File: config.mk
export PLATFORM = sky130hd
export DESIGN_NAME = avst_demultiplexer
export DESIGN_NICKNAME = d
export VERILOG_FILES = /design/src/rtl/avst_demultiplexer.sv
export SDC_FILE = /design/constraint.sdc
export NUM_CORES = 1
export LEC_CHECK = 0
export CELL_PAD_IN_SITES_DETAIL_PLACEMENT = 0
export CELL_PAD_IN_SITES_GLOBAL_PLACEMENT = 1
export CORE_AREA = 2 2 260 262
export DETAILED_ROUTE_END_ITERATION = 10
export DIE_AREA = 0 0 262 264
export PLACE_DENSITY = 0.76
export RECOVER_POWER = 50
export SKIP_CTS_REPAIR_TIMING = 1
export SYNTH_ARGS = -nofsm -noshare
export SYNTH_HDL_FRONTEND = slang
export SYNTH_SLANG_ARGS = --single-unit
File: constraint.sdc
create_clock -name clk -period 4.6 [get_ports clk]
set_input_delay 1.15 -clock clk [delete_from_list [all_inputs] [get_ports clk]]
set_output_delay 1.15 -clock clk [all_outputs]
set_load 0.05 [all_outputs]
File: src/rtl/avst_demultiplexer.sv
// 1-to-2 Avalon-ST packet demultiplexer: whole packets are steered by the channel on their sop beat
// into one of two 2-entry output buffers; malformed traffic is counted in a saturating drop counter.
module avst_demultiplexer #(
  parameter int unsigned data_width    = 128,
  parameter int unsigned empty_width   = 4,
  parameter int unsigned channel_width = 10,
  parameter int unsigned split_channel = 512
) (
  input  logic                     clk,
  input  logic                     reset_n,
  input  logic [channel_width-1:0] avsi_channel,
  input  logic [data_width-1:0]    avsi_data,
  input  logic                     avsi_valid,
  input  logic                     avsi_sop,
  input  logic                     avsi_eop,
  input  logic [empty_width-1:0]   avsi_empty,
  output logic                     avsi_ready,
  output logic [channel_width-1:0] avso_one_channel,
  output logic [data_width-1:0]    avso_one_data,
  output logic                     avso_one_sop,
  output logic                     avso_one_eop,
  output logic [empty_width-1:0]   avso_one_empty,
  output logic                     avso_one_valid,
  input  logic                     avso_one_ready,
  output logic [channel_width-1:0] avso_two_channel,
  output logic [data_width-1:0]    avso_two_data,
  output logic                     avso_two_sop,
  output logic                     avso_two_eop,
  output logic [empty_width-1:0]   avso_two_empty,
  output logic                     avso_two_valid,
  input  logic                     avso_two_ready,
  output logic [15:0]              drop_count
);

  typedef struct packed {
    logic [channel_width-1:0] channel;
    logic [data_width-1:0]    data;
    logic                     sop;
    logic                     eop;
    logic [empty_width-1:0]   empty;
  } beat_t;

  typedef enum logic [1:0] {IDLE, PKT_ONE, PKT_TWO} state_t;

  localparam logic [channel_width:0] SPLIT = (channel_width + 1)'(split_channel);

  state_t      state_q, state_d;
  beat_t       in_beat;
  beat_t       head [2];
  logic [1:0]  push, pop, full, out_ready, out_valid;
  logic        accept, to_one, drop_inc;
  logic [15:0] drop_q, drop_d;

  assign in_beat    = {avsi_channel, avsi_data, avsi_sop, avsi_eop, avsi_empty};
  assign out_ready  = {avso_two_ready, avso_one_ready};
  assign avsi_ready = !full[0] && !full[1];
  assign accept     = avsi_valid && avsi_ready;
  assign to_one     = {1'b0, avsi_channel} < SPLIT;

  always_comb begin
    state_d  = state_q;
    push     = '0;
    drop_inc = 1'b0;
    if (accept) begin
      if (avsi_sop) begin
        // A sop arriving mid-packet truncates the old packet; the new one still routes normally.
        drop_inc = (state_q != IDLE);
        if (to_one) begin
          push[0] = 1'b1;
          state_d = avsi_eop ? IDLE : PKT_ONE;
        end else begin
          push[1] = 1'b1;
          state_d = avsi_eop ? IDLE : PKT_TWO;
        end
      end else begin
        unique case (state_q)
          PKT_ONE: begin
            push[0] = 1'b1;
            if (avsi_eop) state_d = IDLE;
          end
          PKT_TWO: begin
            push[1] = 1'b1;
            if (avsi_eop) state_d = IDLE;
          end
          default: drop_inc = 1'b1;
        endcase
      end
    end
    drop_d = (drop_inc && drop_q != 16'hFFFF) ? drop_q + 16'd1 : drop_q;
  end

  always_ff @(posedge clk or negedge reset_n) begin
    if (!reset_n) begin
      state_q <= IDLE;
      drop_q  <= '0;
    end else begin
      state_q <= state_d;
      drop_q  <= drop_d;
    end
  end

  for (genvar g = 0; g < 2; g++) begin : g_buf
    beat_t      mem_q [2];
    logic [1:0] cnt_q;
    logic       wr_q, rd_q;

    assign full[g]      = (cnt_q == 2'd2);
    assign out_valid[g] = (cnt_q != 2'd0);
    assign pop[g]       = out_valid[g] && out_ready[g];
    assign head[g]      = mem_q[rd_q];

    always_ff @(posedge clk or negedge reset_n) begin
      if (!reset_n) begin
        mem_q <= '{default: '0};
        cnt_q <= '0;
        wr_q  <= 1'b0;
        rd_q  <= 1'b0;
      end else begin
        if (push[g]) begin
          mem_q[wr_q] <= in_beat;
          wr_q        <= ~wr_q;
        end
        if (pop[g]) rd_q <= ~rd_q;
        if (push[g] && !pop[g])      cnt_q <= cnt_q + 2'd1;
        else if (!push[g] && pop[g]) cnt_q <= cnt_q - 2'd1;
      end
    end
  end

  assign {avso_one_channel, avso_one_data, avso_one_sop, avso_one_eop, avso_one_empty} = head[0];
  assign {avso_two_channel, avso_two_data, avso_two_sop, avso_two_eop, avso_two_empty} = head[1];
  assign avso_one_valid = out_valid[0];
  assign avso_two_valid = out_valid[1];
  assign drop_count     = drop_q;

endmodule

==> run summary <==
outcome -> finished, violations left
violated checks -> capacitance limit, slew limit
met1 wire length -> 28800 µm
Slew Viols, Final -> 148
reg2reg path depth -> 8
period utilization -> 91.0%
First DRT Iteration DRCs -> 663
I/O pin count -> 456
final hold vios -> 0
# port buffers -> 455
Max Cap Viol -> 2
WHS Endpoint -> g_buf[0].mem_q[84]
CP arrival -> 3.04 ns
share of cells above drive strength 1 -> 46.2%
hpwl dp -> 44500 µm
vias in the first global route -> 17189
worst-skew pair later-pin latency -> 0.60 ns
total congestion overflow -> 0
global-route wire length before repair -> 104000 µm
Max Clock Freq -> 239 MHz
largest family of logic cells by synthesized area -> multiplexers
Post-synth EDFFs -> 0
nets -> 2301
die area -> 0.0692 mm²
Critical Path Start Type -> register
clock root buffer -> clkbuf_16
Final min period -> 4.19 ns
Routed WL -> 66500 µm
reg-to-reg slack, setup -> 1.26 ns
Crit path required time -> 3.45 ns
setup violators final -> 0
hold depth -> 1
Core Box Area -> 0.0666 mm²
met2 wire len -> 31400 µm
post-synthesis average cell area -> 15.8 µm²
final setup TNS -> 0 ns
Clock Skews -> 0.0245 ns
Ys Warns -> 0
routed length per instance -> 21.7 µm
CP max FO -> 35
synthesized area -> 0.0263 mm²
XOR/XNOR Fraction of Synth Area -> 0.799%
reg-to-reg critical path startpoint -> state_q[1]
pin count of the biggest net entering global routing -> 100
HP Start -> g_buf[0].mem_q[84]
Die X -> 262 µm
hold slack -> 0.490 ns
Setup WS post-layout -> 0.413 ns
multi-input combinational cell area -> 0.0107 mm²
Post-Synth Simple-Gate Area -> 1.28%
Hold Path Class -> register to register
RD Place Congestion -> 0.798
post-synthesis cell type count -> 38
CP endpoint kind -> primary output
Worst slew margin -> -68.5%
CP Class -> register to primary output
DRC Markers -> 0
Max clock buf depth -> 3
Avg Vias per Cell -> 5.03
Tightest Pin Transition -> 2.53 ns
Post-synth ARST share -> 100%
mux contribution to synthesized area -> 38.0%
routed via count -> 15450
top-count cell post-synth -> mux2_2
Post-Syn Instances -> 1663
Post-Synth Adder-Cell Area -> 0.285%
Synth area leader -> dfrtp_1
top-area cell type share of the netlist area -> 57.3%
Seq/Total Area, Yosys -> 57.3%
met3 wire len -> 5070 µm
antenna-violating nets left -> 0
gr usage total -> 19.3%
Reg clk slew, reported paths -> 0.06 ns
dpl ws -> 0.680 ns
total CTS buffers -> 68
Mapped Nets -> 1818
1st-pass router iterations -> 4
H-tree lvl count -> 3
most instantiated cells after synthesis -> mux2_2, dfrtp_1, mux2_4
Layout area overhead -> 30.5%
compound-gate portion of the synthesized area -> 0.200%
register bit count reported by yosys -> 602
initial antenna violation count -> 10
Synth area leaders -> dfrtp_1, mux2_2, mux2_4
worst reg2reg endpoint -> g_buf[0].mem_q[283]
clock sinks -> 602
RSZ-0062 raised after global routing -> no
Initial Util -> 39.5%
fillers -> 5565
main flop type after synthesis -> dfrtp_1
CTS tree -> built
Reg area -> 0.0151 mm²
Die Height -> 264 µm
FP Rows -> 95
DR top layer -> met5
-- worst max-delay path by stage --
stage / cells after the start / end / slack, ns / from
2_1_floorplan: 4 / avso_one_data[100] / 1.72 / g_buf[0].rd_q
3_3_place_gp: 7 / g_buf[0].mem_q[123] / 0.75 / avsi_sop
3_5_place_dp: 7 / g_buf[0].mem_q[113] / 0.68 / avsi_sop
4_1_cts: 3 / avso_one_data[120] / 0.31 / g_buf[0].rd_q
5_1_grt: 2 / g_buf[1].mem_q[116] / 0.14 / reset_n
6_report: 3 / avso_one_data[118] / 0.41 / g_buf[0].rd_q
-- kinds of logic after synthesis --
logic type | count (synthesis)
DFF | 602
adders and majority gates | 6
muxes | 868
AOI/OAI and AO/OA | 6
xor gates and xnor gates | 24
buffers and inverters | 99
and+or+nand+nor | 58
-- cell usage in the layout, fill, tap and decap left out, drive strengths merged, types with 2 or more instances in the layout --
cell type	instances
and4	3
nor3b	2
clkbuf	108
and2	3
o2bb2ai	2
xnor2	5
dfrtp	602
nor4	7
clkdlybuf4s50	451
bufinv	9
nand2	8
or2	2
dlygate4sd3	3
and3	3
clkinv	18
mux2	867
nand3	6
inv	3
nor3	5
ha	6
xor2	19
nand2b	2
buf	39
nor2b	2
nor2	6
nand4	7
-- area by class of cell --
cell class	count	area share [%]
clock inverters	27	1.18
clock buffers	92	5.58
multi-input cells	962	31.2
flip-flops and latches	602	43.9
repair buffers	509	14.9
well taps	873	3.18
inverters	3	0.0328
diodes	1	0.00729
-- through the flow --
step / utilization, % / cell area [µm²] / std cells
after floorplan: - / 26300 / 1663
after global placement: 48.3 / 32100 / 2949
after detailed placement: 48.3 / 32100 / 2949
after CTS: 51.8 / 34500 / 3068
after global routing: 51.5 / 34300 / 3069
final: 51.5 / 34300 / 3069
-- critical path, stage by stage (launching register included) --
cell	delay [ns]
dfrtp_4	0.88
buf_4	0.43
mux2_2	0.40
clkdlybuf4s50_1	0.72
-- state kept, by name, indices dropped and copies added, names as in the netlist --
signal	count
g_buf.mem_q	576
g_buf.cnt_q	4
g_buf.wr_q	2
g_buf.rd_q	2
state_q	2
drop_count	16
-- per-layer routing --
| metal | GRT usage [%] | vias up |
|---|---|---|
| met5 | 0 | - |
| met3 | 6.20 | 79 |
| li1 | - | 6968 |
| met2 | 31.0 | 379 |
| met1 | 25.4 | 8006 |
| met4 | 4.87 | 18 |
Power is left out: the tool's default activity adds up to more than one toggle a clock period on the data nets, which glitch-free logic cannot reach.
